`src/rtl/decode_pkg.sv`:
```
// Shared decode types: opcodes, immediate formats, operations, control bundle and the buffered entry.
package decode_pkg;

  localparam int unsigned XLEN_MAX = 64;

  localparam logic [6:0] OPC_LOAD     = 7'h03;
  localparam logic [6:0] OPC_MISC_MEM = 7'h0F;
  localparam logic [6:0] OPC_OP_IMM   = 7'h13;
  localparam logic [6:0] OPC_AUIPC    = 7'h17;
  localparam logic [6:0] OPC_STORE    = 7'h23;
  localparam logic [6:0] OPC_OP       = 7'h33;
  localparam logic [6:0] OPC_LUI      = 7'h37;
  localparam logic [6:0] OPC_BRANCH   = 7'h63;
  localparam logic [6:0] OPC_JALR     = 7'h67;
  localparam logic [6:0] OPC_JAL      = 7'h6F;
  localparam logic [6:0] OPC_SYSTEM   = 7'h73;

  typedef enum logic [2:0] {FMT_R, FMT_I, FMT_S, FMT_B, FMT_U, FMT_J} format_t;

  typedef enum logic [2:0] {BC_NONE, BC_EQ, BC_NE, BC_LT, BC_GE, BC_LTU, BC_GEU} branch_condition_t;

  // Register and immediate ALU groups are ordered by funct3 so they can be indexed directly.
  typedef enum logic [5:0] {
    OPER_NONE,
    OPER_ADD, OPER_SLL, OPER_SLT, OPER_SLTU, OPER_XOR, OPER_SRL, OPER_OR, OPER_AND,
    OPER_SUB, OPER_SRA,
    OPER_ADDI, OPER_SLLI, OPER_SLTI, OPER_SLTIU, OPER_XORI, OPER_SRLI, OPER_ORI, OPER_ANDI,
    OPER_SRAI,
    OPER_LUI, OPER_AUIPC, OPER_JAL, OPER_JALR, OPER_BRANCH,
    OPER_LB, OPER_LH, OPER_LW, OPER_LBU, OPER_LHU,
    OPER_SB, OPER_SH, OPER_SW,
    OPER_MUL, OPER_MULH, OPER_MULHSU, OPER_MULHU, OPER_DIV, OPER_DIVU, OPER_REM, OPER_REMU,
    OPER_FENCE, OPER_ECALL, OPER_EBREAK
  } operation_t;

  typedef struct packed {
    logic register_write_enable;
    logic memory_read_enable;
    logic memory_write_enable;
    logic branch;
    logic jump;
    logic alu_use_immediate;
    logic alu_use_pc;
  } control_t;

  // Immediate is sign-extended and pc zero-extended to XLEN_MAX so one type serves both XLENs.
  typedef struct packed {
    control_t                control;
    operation_t              operation;
    logic [4:0]              rs1;
    logic [4:0]              rs2;
    logic [4:0]              rd;
    logic [XLEN_MAX-1:0]     immediate;
    logic [XLEN_MAX-1:0]     program_counter;
    branch_condition_t       branch_condition;
    logic                    illegal;
  } decoded_t;

  function automatic format_t opcode_format(input logic [6:0] opcode);
    case (opcode)
      OPC_LOAD, OPC_OP_IMM, OPC_JALR, OPC_MISC_MEM, OPC_SYSTEM: return FMT_I;
      OPC_STORE:                                                return FMT_S;
      OPC_BRANCH:                                               return FMT_B;
      OPC_LUI, OPC_AUIPC:                                       return FMT_U;
      OPC_JAL:                                                  return FMT_J;
      default:                                                  return FMT_R;
    endcase
  endfunction

endpackage

```
`src/rtl/decode_stage_immediate_generator.sv`:
```
// Combinational immediate extraction for I/S/B/U/J formats, sign-extended from bit 31 to XLEN.
module immediate_generator
  import decode_pkg::*;
#(
  parameter int unsigned XLEN = 32
) (
  input  logic [31:0]     instruction,
  output logic [XLEN-1:0] immediate
);

  logic [31:0] imm32;

  always_comb begin
    imm32 = '0;
    case (opcode_format(instruction[6:0]))
      FMT_I:   imm32 = {{20{instruction[31]}}, instruction[31:20]};
      FMT_S:   imm32 = {{20{instruction[31]}}, instruction[31:25], instruction[11:7]};
      FMT_B:   imm32 = {{19{instruction[31]}}, instruction[31], instruction[7],
                        instruction[30:25], instruction[11:8], 1'b0};
      FMT_U:   imm32 = {instruction[31:12], 12'b0};
      FMT_J:   imm32 = {{11{instruction[31]}}, instruction[31], instruction[19:12],
                        instruction[20], instruction[30:21], 1'b0};
      default: imm32 = '0;
    endcase
  end

  assign immediate = XLEN'($signed(imm32));

endmodule

```
`src/rtl/decode_stage.sv`:
```
// RV32 decoder feeding a DEPTH-entry circular buffer; decode happens at push, outputs come from flops.
module decode_stage
  import decode_pkg::*;
#(
  parameter int unsigned XLEN            = 32,
  parameter int unsigned DEPTH           = 2,
  parameter bit          ENABLE_MULTIPLY = 1'b0,
  parameter bit          ENABLE_SYSTEM   = 1'b0
) (
  input  logic                       clock,
  input  logic                       reset,
  input  logic                       flush,
  input  logic                       in_valid,
  output logic                       in_ready,
  input  logic [31:0]                instruction,
  input  logic [XLEN-1:0]            program_counter,
  output logic                       out_valid,
  input  logic                       out_ready,
  output decoded_t                   decoded,
  output logic [$clog2(DEPTH+1)-1:0] count
);

  localparam int unsigned CNT_W = $clog2(DEPTH + 1);
  localparam int unsigned PTR_W = (DEPTH > 1) ? $clog2(DEPTH) : 1;

  logic [6:0]        opcode, funct7;
  logic [2:0]        funct3;
  logic [XLEN-1:0]   imm_value;
  control_t          ctrl;
  operation_t        oper;
  branch_condition_t bcond;
  logic              legal;
  decoded_t          entry;
  logic              push, pop;

  decoded_t          buffer_q [DEPTH];
  decoded_t          buffer_d [DEPTH];
  logic [PTR_W-1:0]  wr_ptr_q, wr_ptr_d, rd_ptr_q, rd_ptr_d;
  logic [CNT_W-1:0]  count_q, count_d;
  logic              out_valid_q, out_valid_d, in_ready_q, in_ready_d;
  decoded_t          decoded_q, decoded_d;

  assign opcode = instruction[6:0];
  assign funct3 = instruction[14:12];
  assign funct7 = instruction[31:25];

  immediate_generator #(.XLEN(XLEN)) u_immediate_generator (
    .instruction (instruction),
    .immediate   (imm_value)
  );

  // Instruction classification; anything not explicitly legal collapses to a zeroed illegal entry.
  always_comb begin
    ctrl  = '0;
    oper  = OPER_NONE;
    bcond = BC_NONE;
    legal = 1'b0;
    case (opcode)
      OPC_OP: begin
        ctrl.register_write_enable = 1'b1;
        if (funct7 == 7'b0000000) begin
          legal = 1'b1;
          oper  = operation_t'(6'(OPER_ADD) + 6'(funct3));
        end else if (funct7 == 7'b0100000 && (funct3 == 3'b000 || funct3 == 3'b101)) begin
          legal = 1'b1;
          oper  = (funct3 == 3'b000) ? OPER_SUB : OPER_SRA;
        end else if (ENABLE_MULTIPLY && funct7 == 7'b0000001) begin
          legal = 1'b1;
          oper  = operation_t'(6'(OPER_MUL) + 6'(funct3));
        end
      end
      OPC_OP_IMM: begin
        ctrl.register_write_enable = 1'b1;
        ctrl.alu_use_immediate     = 1'b1;
        legal = 1'b1;
        oper  = operation_t'(6'(OPER_ADDI) + 6'(funct3));
        if (funct3 == 3'b001) begin
          legal = (funct7 == 7'b0000000);
        end else if (funct3 == 3'b101) begin
          legal = (funct7 == 7'b0000000) || (funct7 == 7'b0100000);
          if (funct7[5]) oper = OPER_SRAI;
        end
      end
      OPC_LOAD: begin
        ctrl.register_write_enable = 1'b1;
        ctrl.memory_read_enable    = 1'b1;
        ctrl.alu_use_immediate     = 1'b1;
        legal = 1'b1;
        case (funct3)
          3'b000:  oper = OPER_LB;
          3'b001:  oper = OPER_LH;
          3'b010:  oper = OPER_LW;
          3'b100:  oper = OPER_LBU;
          3'b101:  oper = OPER_LHU;
          default: legal = 1'b0;
        endcase
      end
      OPC_STORE: begin
        ctrl.memory_write_enable = 1'b1;
        ctrl.alu_use_immediate   = 1'b1;
        legal = 1'b1;
        case (funct3)
          3'b000:  oper = OPER_SB;
          3'b001:  oper = OPER_SH;
          3'b010:  oper = OPER_SW;
          default: legal = 1'b0;
        endcase
      end
      OPC_BRANCH: begin
        ctrl.branch = 1'b1;
        legal = 1'b1;
        oper  = OPER_BRANCH;
        case (funct3)
          3'b000:  bcond = BC_EQ;
          3'b001:  bcond = BC_NE;
          3'b100:  bcond = BC_LT;
          3'b101:  bcond = BC_GE;
          3'b110:  bcond = BC_LTU;
          3'b111:  bcond = BC_GEU;
          default: legal = 1'b0;
        endcase
      end
      OPC_JAL: begin
        ctrl.register_write_enable = 1'b1;
        ctrl.jump                  = 1'b1;
        ctrl.alu_use_pc            = 1'b1;
        legal = 1'b1;
        oper  = OPER_JAL;
      end
      OPC_JALR: begin
        ctrl.register_write_enable = 1'b1;
        ctrl.jump                  = 1'b1;
        ctrl.alu_use_immediate     = 1'b1;
        legal = 1'b1;
        oper  = OPER_JALR;
      end
      OPC_LUI: begin
        ctrl.register_write_enable = 1'b1;
        ctrl.alu_use_immediate     = 1'b1;
        legal = 1'b1;
        oper  = OPER_LUI;
      end
      OPC_AUIPC: begin
        ctrl.register_write_enable = 1'b1;
        ctrl.alu_use_immediate     = 1'b1;
        ctrl.alu_use_pc            = 1'b1;
        legal = 1'b1;
        oper  = OPER_AUIPC;
      end
      OPC_MISC_MEM: begin
        legal = ENABLE_SYSTEM && (funct3 == 3'b000);
        oper  = OPER_FENCE;
      end
      OPC_SYSTEM: begin
        if (ENABLE_SYSTEM && instruction[31:7] == 25'h0000000) begin
          legal = 1'b1;
          oper  = OPER_ECALL;
        end else if (ENABLE_SYSTEM && instruction[31:7] == 25'h0002000) begin
          legal = 1'b1;
          oper  = OPER_EBREAK;
        end
      end
      default: legal = 1'b0;
    endcase
    if (!legal) begin
      ctrl  = '0;
      oper  = OPER_NONE;
      bcond = BC_NONE;
    end
  end

  always_comb begin
    entry                  = '0;
    entry.control          = ctrl;
    entry.operation        = oper;
    entry.rs1              = instruction[19:15];
    entry.rs2              = instruction[24:20];
    entry.rd               = instruction[11:7];
    entry.immediate        = XLEN_MAX'($signed(imm_value));
    entry.program_counter  = XLEN_MAX'(program_counter);
    entry.branch_condition = bcond;
    entry.illegal          = !legal;
  end

  function automatic logic [PTR_W-1:0] ptr_next(input logic [PTR_W-1:0] ptr);
    return (ptr == PTR_W'(DEPTH - 1)) ? '0 : ptr + PTR_W'(1);
  endfunction

  assign push = in_valid && in_ready_q;
  assign pop  = out_valid_q && out_ready;

  // The next head is either the entry being pushed (buffer empty or draining to it) or a stored entry.
  always_comb begin
    buffer_d  = buffer_q;
    wr_ptr_d  = wr_ptr_q;
    rd_ptr_d  = rd_ptr_q;
    count_d   = count_q;
    decoded_d = decoded_q;
    if (flush) begin
      wr_ptr_d  = '0;
      rd_ptr_d  = '0;
      count_d   = '0;
      decoded_d = '0;
    end else begin
      if (push) begin
        buffer_d[wr_ptr_q] = entry;
        wr_ptr_d           = ptr_next(wr_ptr_q);
      end
      if (pop) rd_ptr_d = ptr_next(rd_ptr_q);
      count_d = count_q + CNT_W'(push) - CNT_W'(pop);
      if (count_d == '0)                                     decoded_d = '0;
      else if (count_q == '0 || (pop && count_q == CNT_W'(1))) decoded_d = entry;
      else                                                   decoded_d = buffer_q[rd_ptr_d];
    end
    out_valid_d = (count_d != '0);
    in_ready_d  = (count_d < CNT_W'(DEPTH));
  end

  always_ff @(posedge clock) begin
    if (reset) begin
      wr_ptr_q    <= '0;
      rd_ptr_q    <= '0;
      count_q     <= '0;
      out_valid_q <= 1'b0;
      in_ready_q  <= 1'b1;
      decoded_q   <= '0;
    end else begin
      wr_ptr_q    <= wr_ptr_d;
      rd_ptr_q    <= rd_ptr_d;
      count_q     <= count_d;
      out_valid_q <= out_valid_d;
      in_ready_q  <= in_ready_d;
      decoded_q   <= decoded_d;
    end
  end

  // Storage needs no reset; occupancy is tracked by count_q.
  always_ff @(posedge clock) begin
    buffer_q <= buffer_d;
  end

  assign in_ready  = in_ready_q;
  assign out_valid = out_valid_q;
  assign decoded   = decoded_q;
  assign count     = count_q;

endmodule
```
`config.mk`:
```
export PLATFORM = sky130hd
export DESIGN_NAME = decode_stage
export DESIGN_NICKNAME = d
export VERILOG_FILES = /design/src/rtl/decode_pkg.sv /design/src/rtl/decode_stage_immediate_generator.sv /design/src/rtl/decode_stage.sv
export SDC_FILE = /design/constraint.sdc
export NUM_CORES = 1
export LEC_CHECK = 0
export BUFFER_PORTS_ARGS = -buffer_cell sky130_fd_sc_hd__buf_2
export CORE_ASPECT_RATIO = 0.9
export CORE_UTILIZATION = 59
export CTS_CLUSTER_SIZE = 16
export DETAILED_ROUTE_END_ITERATION = 7
export GPL_TIMING_DRIVEN = 0
export PLACE_DENSITY = 0.8
export SLEW_MARGIN = 20
export SYNTH_ARGS = -nofsm -noshare
export SYNTH_HDL_FRONTEND = slang
export SYNTH_SLANG_ARGS = --single-unit
```
`constraint.sdc`:
```
create_clock -name clock -period 24.4 [get_ports clock]
set_input_delay 2.44 -clock clock [delete_from_list [all_inputs] [get_ports clock]]
set_output_delay 2.44 -clock clock [all_outputs]
set_load 0.01 [all_outputs]
```
==> results.toml <==
[outcome]
outcome = "completed"

[floorplanning]
die_area_sq_um = 20800
start_util = 0.613
rows = 48
io_pins = 233
die_h_um = 137
core_sq_um = 19500
die_w_um = 152

[yosys]
synth_mux_area_frac = 0.0151
syn-instance-count = 1013
synthAdderAreaFrac = 0.00944
synthTopCellsByArea = "edfxtp_1 (48%), dfxtp_1 (17%), nand2_1 (6.8%)"
synth_ff_type = "edfxtp_1"
async_flop_share = 0
yosysSeqAreaShare = 0.655
synth_top_cell_area_share = 0.483
syn_area_sq_um = 11900
synthXorXnorAreaFrac = 0.00441
postSynthAreaPerCell_sq_um = 11.8
synth-seq-cells = 294
synth_common_cells = "nand2_1 (217), edfxtp_1 (192), dfxtp_1 (102)"
synth_top_family_by_area = "simple AND/OR/NAND/NOR gates"
synth-simple-area-share = 0.132
synth_most_common_cell = "nand2_1"
synth_compound_area_frac = 0.119
synth_edf_count = 192
synth_warnings = 0
synth_area_leader_cell = "edfxtp_1"
synth_cell_types = 64

[timing]
fin_crit_ns = 4.92
worst-slew-pin-transition_ns = 1.00
max-slew-margin-rel = 0.331
hold_slack_ns = 0.522
finalSetupTns_ns = 0
fmax_ghz = 0.203
hold_viol = 0
drv_slew = 0
rsz0062_at_grt = "false"
min_period_over_period = 0.202
fin_worst_skew_ns = 0.0196
setup-violations-final = 0

[clock_tree]
cts-hold-fix-buffers = 0
post-cts-setup-buffer-count = 0
htreeDepth = 1
cts_tree = "yes"
ctsResizeCount = 0
clock-sinks = 294
cts-root-buf = "clkbuf_16"
clk_pin_slew_worst_paths_ns = 0.07
clockBufferDepth = 3
cts_made_buffers = 30
clk_latency_ns = 0.56

[route]
drc = 0
drt_first_pass_iters = 5
vias = 9009
routedWlPerCell_um = 19.3
drtIter0Drc = 942
viasPerCell = 5.73
routed_wl_um = 30400
ant_nets = 0

[critical_path]
startpoint_type = "primary input"
crit_type = "primary input to flop"
end_kind = "flop"
worstPathMaxFanout = 10
required_ns = 24.80
cp.arrival_ns = 5.33

[power_and_ir_drop]
powerDensity_nw_per_um2 = 77.4
leakage_nw = 6.28
ir_drop_uv = 65.7

[layout]
nets = 1376
area_growth_pct = 22.3
stdcell_count = 1573
drive_gt1_frac = 0.275
fin_util = 0.749

[global_routing]
antenna_found_initial = 1
overflow = 0
track_usage = 0.285
grt_pass1_wl_um = 45700
grt_pass1_vias = 8405
grt_max_degree = 34

[worst_hold_path]
hold_path_class = "flop to flop"

[job]
maxCapViolCount = 0

[place]
dpl.cell_count = 1516
portBuffers = 199
routabilityCongestion = 0.910
place_hpwl_um = 20800
==> routing by layer <==
metal  GRT usage  vias to the layer above  wire length (um)  part of all wire
li1            -                     4135                 -                 -
met1       0.386                     4302             12200              0.40
met2       0.462                      502             14400              0.48
met3      0.0488                       70              2590             0.085
met4       0.113                        0              1110             0.036
met5           0                        -                 0                 0
==> registers in the layout, indices dropped and copies added (netlist names) <==
signal	flops
buffer_q	192
decoded	96
count	2
in_ready	1
out_valid	1
rd_ptr_q	1
wr_ptr_q	1
==> power by group <==
part | switching, W | total, W | internal, W
Clock | 0.000187 | 0.000465 | 0.000278
Sequential | 0.00000481 | 0.000552 | 0.000547
Combinational | 0.0000741 | 0.000112 | 0.0000375
Total | 0.000266 | 0.00113 | 0.000862
==> placed cells by master (no fill, tap or decap), types with 6 or more instances in the layout <==
master,n
nand2_1,217
buf_2,203
edfxtp_1,192
dfxtp_1,102
buf_4,80
nor2_1,79
clkbuf_1,59
a311oi_1,59
conb_1,32
clkbuf_16,30
a21oi_1,25
mux2i_1,18
a31oi_1,17
o21a_1,15
inv_1,12
nand3_1,10
a221oi_2,10
and2_1,9
o21ai_0,9
ha_1,9
buf_6,8
nor3_1,7
clkinv_2,7
a22o_1,6
nand3b_1,6
and3_1,6
o2bb2ai_1,6
==> worst paths after layout <==
check / slack [ns] / end / from / depth (start not counted)
min reg2reg: 0.52 / decoded[30] / buffer_q[30] / 2
max reg2reg: 21.13 / decoded[24] / out_valid / 11
max: 19.48 / decoded[24] / out_ready / 12
min: 0.52 / decoded[30] / buffer_q[30] / 2
==> per-stage QoR <==
step                setup slack [ns]  area (sq um)  total power (W)
finish                         19.48         14600          0.00113
global route                   19.21         14600          0.00116
CTS                            19.47         14600          0.00113
detailed placement             18.88         13600         0.000671
global placement               10.04         13400         0.000670
floorplan                      14.17         12000         0.000629
==> final cells by class <==
| type | instances | area (sq um) |
|---|---|---|
| Inverter | 13 | 48.8 |
| Timing Repair Buffer | 222 | 1190 |
| Buffer | 128 | 733 |
| Fill cell | 1299 | 4870 |
| Multi-Input combinational cell | 609 | 3460 |
| Tap cell | 250 | 313 |
| Antenna cell | 1 | 2.50 |
| Sequential cell | 294 | 7810 |
| Clock inverter | 18 | 209 |
| Clock buffer | 38 | 811 |
==> worst max-delay path, stage by stage <==
cell and delay (ns):
buf_2 0.10, nand2_1 0.16, inv_1 0.08, ha_1 0.27, inv_1 0.04, ha_1 0.18, xnor2_1 0.13, xnor2_1 0.14
o21ai_1 0.68, clkbuf_1 0.54, buf_1 0.46, a311oi_1 0.11
==> kinds of logic (layout without fill, tap and decap cells) <==
logic type | Yosys count | count (layout)
flip-flops | 294 | 294
XOR/XNOR | 6 | 6
adder cells (fa/ha/maj) | 9 | 9
multiplexers | 18 | 18
other | 1 | 33
AO/OA/AOI/OAI | 179 | 179
AND/OR/NAND/NOR | 365 | 365
buffers and inverters | 141 | 419
Note: power is estimated with default switching activity, not from simulation.
